**src/rtl/dmem_ctrl.sv**
```systemverilog
// Multi-cycle data-memory controller: req/ready handshake with configurable wait states,
// byte-enable writes to on-chip RAM, plus a GPIO register and a free-running cycle counter.
module dmem_ctrl #(
  parameter int unsigned DEPTH     = 64,
  parameter int unsigned WAIT      = 1,
  parameter logic [31:0] MMIO_BASE = 32'hFFFF_0000
) (
  input  logic        i_clk,
  input  logic        i_reset,
  input  logic        i_req,
  input  logic        i_we,
  input  logic [31:0] i_adr,
  input  logic [3:0]  i_be,
  input  logic [31:0] i_wd,
  output logic [31:0] o_rd,
  output logic        o_ready,
  output logic        o_err,
  output logic [31:0] o_gpio_out
);

  localparam int unsigned AW       = $clog2(DEPTH);
  localparam logic [31:0] GpioAddr = MMIO_BASE;
  localparam logic [31:0] CntAddr  = MMIO_BASE + 32'd4;

  typedef enum logic [1:0] {StIdle, StBusy, StResp} state_e;

  state_e        r_state;
  state_e        w_state_next;
  logic          w_access;
  logic [3:0]    r_wait;
  logic [29:0]   r_word;
  logic          r_we;
  logic [3:0]    r_be;
  logic [31:0]   r_wd;
  logic [31:0]   r_rd;
  logic          r_err;
  logic [31:0]   r_gpio;
  logic [31:0]   r_cycle;
  logic [31:0]   r_mem [DEPTH];

  logic          w_is_ram;
  logic          w_is_gpio;
  logic          w_is_cnt;
  logic [AW-1:0] w_idx;
  logic          w_unused_adr;

  // Accesses are word-aligned; the byte offset carries no information.
  assign w_unused_adr = ^i_adr[1:0];

  assign w_is_ram  = ({2'b00, r_word} < 32'(DEPTH));
  assign w_is_gpio = ({r_word, 2'b00} == GpioAddr);
  assign w_is_cnt  = ({r_word, 2'b00} == CntAddr);
  assign w_idx     = r_word[AW-1:0];

  always_ff @(posedge i_clk or posedge i_reset) begin
    if (i_reset) begin
      r_state <= StIdle;
    end else begin
      r_state <= w_state_next;
    end
  end

  always_comb begin
    w_state_next = r_state;
    w_access     = 1'b0;
    unique case (r_state)
      StIdle: begin
        if (i_req) w_state_next = StBusy;
      end
      StBusy: begin
        if (r_wait == 4'd0) begin
          w_access     = 1'b1;
          w_state_next = StResp;
        end
      end
      StResp:  w_state_next = StIdle;
      default: w_state_next = StIdle;
    endcase
  end

  always_ff @(posedge i_clk or posedge i_reset) begin
    if (i_reset) begin
      r_wait  <= 4'd0;
      r_word  <= '0;
      r_we    <= 1'b0;
      r_be    <= 4'd0;
      r_wd    <= '0;
      r_rd    <= '0;
      r_err   <= 1'b0;
      r_gpio  <= '0;
      r_cycle <= '0;
    end else begin
      r_cycle <= r_cycle + 32'd1;

      if (r_state == StIdle && i_req) begin
        r_word <= i_adr[31:2];
        r_we   <= i_we;
        r_be   <= i_be;
        r_wd   <= i_wd;
        r_wait <= 4'(WAIT);
      end else if (r_state == StBusy && r_wait != 4'd0) begin
        r_wait <= r_wait - 4'd1;
      end

      if (w_access) begin
        r_rd  <= '0;
        r_err <= 1'b0;
        if (w_is_ram) begin
          if (!r_we) r_rd <= r_mem[w_idx];
        end else if (w_is_gpio) begin
          if (r_we) begin
            for (int i = 0; i < 4; i++) begin
              if (r_be[i]) r_gpio[8*i +: 8] <= r_wd[8*i +: 8];
            end
          end else begin
            r_rd <= r_gpio;
          end
        end else if (w_is_cnt) begin
          // Counter writes are silently dropped.
          if (!r_we) r_rd <= r_cycle;
        end else begin
          r_err <= 1'b1;
        end
      end else if (r_state == StResp) begin
        r_rd  <= '0;
        r_err <= 1'b0;
      end
    end
  end

  // RAM is not reset; reset still blocks a write on the edge it is asserted.
  always_ff @(posedge i_clk) begin
    if (w_access && w_is_ram && r_we && !i_reset) begin
      for (int i = 0; i < 4; i++) begin
        if (r_be[i]) r_mem[w_idx][8*i +: 8] <= r_wd[8*i +: 8];
      end
    end
  end

  assign o_rd       = r_rd;
  assign o_err      = r_err;
  assign o_ready    = (r_state == StResp);
  assign o_gpio_out = r_gpio;

endmodule

```
**config.mk**
```make
export PLATFORM = sky130hd
export DESIGN_NAME = dmem_ctrl
export DESIGN_NICKNAME = d
export VERILOG_FILES = /design/src/rtl/dmem_ctrl.sv
export SDC_FILE = /design/constraint.sdc
export NUM_CORES = 2
export LEC_CHECK = 0
export BUFFER_PORTS_ARGS = -buffer_cell sky130_fd_sc_hd__buf_4
export CAP_MARGIN = 20
export CORE_MARGIN = 2
export CORE_UTILIZATION = 30
export DETAILED_ROUTE_END_ITERATION = 16
export HOLD_SLACK_MARGIN = 0.06
export SLEW_MARGIN = 10
export SYNTH_ARGS = -nofsm -noshare
export SYNTH_HDL_FRONTEND = slang
export SYNTH_SLANG_ARGS = --single-unit
```
**constraint.sdc**
```tcl
create_clock -name i_clk -period 10 [get_ports i_clk]
set_input_delay 1.5 -clock i_clk [delete_from_list [all_inputs] [get_ports i_clk]]
set_output_delay 1.5 -clock i_clk [all_outputs]
set_load 0.01 [all_outputs]
```
==> results.yml <==
synth:
  syn_inst: 5338
  synth_cell_types: 61
  synth_top_family_by_area: "compound AO/OA/AOI/OAI gates"
  synth-warning-count: 0
  synth_area_mm2: 0.08702
  synth_compound_area_frac: 0.1051
  yosys.area_share.adder: 0.0002876
  synthFlopType: "edfxtp_1"
  synth_edf_count: 2048
  postSynthAreaPerCell_um2: 16.30
  synthesis.nets: 5412
  synthArstFlopShare: 0.07665
  synth-xor-area-share: 0.003321
  ys_seq_area_frac: 0.7556
  yosys.area_share.simple: 0.05406
  synth.area.mux_share: 0.06063
  yosys_register_bits: 2218
final_layout:
  fillers: 27380
  syn2layout_area_growth_pct: 13.58
  multiInputGateArea_mm2: 0.01958
  final_cell_count_no_fill: 9357
  nets: 5460
  regArea_mm2: 0.06580
  fin_util: 0.3427
  drive_gt1_frac: 0.1177
  layout_commonest_cell: "edfxtp_1"
  layout_common_cells: "2,048 x edfxtp_1, 472 x mux2i_1, 341 x nor2_1"
route:
  drt-total-wl_mm: 247.5
  post_drt_wl_per_cell_um: 26.45
  vias_per_cell: 5.379
  drt-initial-drc-count: 6210
  final_antenna_net_count: 0
  first_pass_iters: 9
  dr_total_vias: 50330
  drc: 0
worst_hold_path:
  min_to: "r_cycle[31]$_DFF_PP0_"
  hp-class: "reg2reg"
  hold_depth: 1
  worstHoldStart: "r_cycle[31]$_DFF_PP0_"
timing:
  rsz0062_at_grt: "false"
  worst_pin_slew_ps: 1276
  finClkSkew_ps: 29.71
  slew_headroom: 0.1474
  fin_crit_ps: 5425
  hold_viol_final: 0
  tns_ps: 0
  clock.fmax_mhz: 184.3
  slew_violations: 0
  period_share: 0.5425
  setup_viol: 0
worst_setup_path:
  critPathSlowestCell: "dfrtp_4"
  r2r_start: "r_word[2]$_DFFE_PP0P_"
  cp_common_cell: "buf_4"
  r2r_end: "o_rd[16]$_DFFE_PP0P_"
  crit_required_ps: 10760
  cpPeakStageDelay_ps: 990
  critical_path_class: "reg2reg"
  cp_cell_sequence: "buf_4 -> nor2b_4 -> buf_4 -> a32oi_1 -> a31oi_1 -> a2111o_1 -> and4bb_1 -> o21ai_1"
  regToRegSetupSlack_ps: 4570
  worstRegToRegCells: 8
  worst_setup_path_end_kind: "register"
  arrival_ps: 6180
  start_kind: "register"
  critPathMaxFanout: 56
global_route:
  antenna_found_initial: 25
  grt_first_pass_wirelength_mm: 348.8
  grt_usage: 0.1626
  grt_pass1_vias: 48830
  overflow: 0
  grt_max_degree: 143
cts:
  clk_pin_slew_ps: 60
  cts_tree: "done"
  cts-root-buf: "clkbuf_16"
  cts.sinks: 2218
  post_cts_resized: 0
  htreeDepth: 4
  clockBufferDepth: 3
  insertion_delay_ps: 850
  hold_buffers: 0
  cts_buffers: 216
  cts_setup_buffers: 0
floorplanning:
  row_count: 197
  start_util: 0.3017
  die_area_mm2: 0.2944
  die_w_um: 542.6
  io_pins: 138
  die-height_um: 542.6
  core_mm2: 0.2884
pwr:
  p_int_mw: 18.27
  total_power_mw: 27.96
  swShare: 0.3466
  clkPwrFrac: 0.281
  vdd_drop_max_uv: 258.1
  cellPowerDensity_mw_per_mm2: 282.9
  power_frac_comb: 0.300
  seqPwrFrac: 0.419
  p_switching_mw: 9.693
  power.leakage_nw: 31.70
placed_design:
  gp_congestion: 0.8304
  hpwlAfterDp_mm: 147.0
  port_buffers: 135
  placedCellCount: 8943
run_status:
  status: "complete, no violations"
flow_run:
  max-cap-violations: 0
Yosys cell counts (all sizes together) (95+ instances only):
library cell,count,area share
nor2,345,0.015
o22a,95,0.0096
o21ai,110,0.0063
nand2,300,0.013
a221oi,202,0.020
mux2i,472,0.054
clkbuf,241,0.010
edfxtp,2048,0.71
dfrtp,170,0.049
o22ai,153,0.011
a221o,121,0.014
buf,162,0.0098
a31oi,117,0.0084
nor2b,151,0.011
a32oi,145,0.015
final cells by class:
| type | instances | area share |
|---|---|---|
| diodes | 12 | 0.0003038 |
| clock buffers | 282 | 0.05855 |
| clock inverters | 114 | 0.009647 |
| inverters | 18 | 0.0008102 |
| multi-input cells | 2699 | 0.1981 |
| flip-flops and latches | 2218 | 0.6658 |
| well taps | 3781 | 0.04787 |
| repair buffers | 233 | 0.01894 |
power by group through the flow:
stage / logic (mW) / registers [mW] / clock network, mW
floorplan: 4.57 / 12.3 / 0
global placement: 8.13 / 11.9 / 0
detailed placement: 8.25 / 11.9 / 0
CTS: 8.27 / 11.8 / 7.94
global route: 8.84 / 11.7 / 8.31
finish: 8.39 / 11.7 / 7.85
logic make-up after synthesis:
logic type               count (synthesis)
adder cells (fa/ha/maj)                  2
multiplexers                           515
buffers and inverters                  421
AO/OA/AOI/OAI                         1181
XOR/XNOR                                33
AND/OR/NAND/NOR                        968
flip-flops                            2218
sequential cells by signal, indices dropped and copies added, names as in the netlist, 4 cells and up:
signal / flops
r_cycle: 32
o_rd: 32
r_be: 4
r_mem: 2048
r_wait: 4
o_gpio_out: 32
r_wd: 32
r_word: 30
how the worst max path moves through the flow:
stage / to / depth (start not counted) / start
after floorplan: o_err$_DFFE_PP0P_ / 1 / i_reset
after global placement: o_rd[16]$_DFFE_PP0P_ / 8 / r_word[2]$_DFFE_PP0P_
after detailed placement: o_rd[16]$_DFFE_PP0P_ / 8 / r_word[2]$_DFFE_PP0P_
after CTS: o_rd[16]$_DFFE_PP0P_ / 8 / r_word[2]$_DFFE_PP0P_
after global routing: o_rd[16]$_DFFE_PP0P_ / 8 / r_word[2]$_DFFE_PP0P_
final: o_rd[16]$_DFFE_PP0P_ / 8 / r_word[2]$_DFFE_PP0P_
through the flow:
step | instance area [um^2] | hold slack, ps | setup WS [ps]
6_report | 98830 | 476.9 | 4575
5_1_grt | 98810 | 496.2 | 4540
4_1_cts | 98660 | 478.5 | 4648
3_5_place_dp | 91920 | 466.4 | 4688
3_3_place_gp | 91920 | 466.5 | 4717
2_1_floorplan | 87020 | 446.0 | 3897
layer usage:
layer  up-vias  track usage  part of all wire
li1      21580            -                 -
met1     26060       0.2105              0.40
met2      2191       0.2596              0.47
met3       466      0.03843             0.084
met4        28      0.06922             0.040
met5         -     0.006411            0.0022
worst max-delay path, delay by kind of cell, from the launching register on:
kind | cells | cell delay [ps]
flops | 1 | 990
buf+inv | 2 | 1550
simple gates | 2 | 1360
compound gates | 4 | 1180
(Power assumes the default switching activity.)
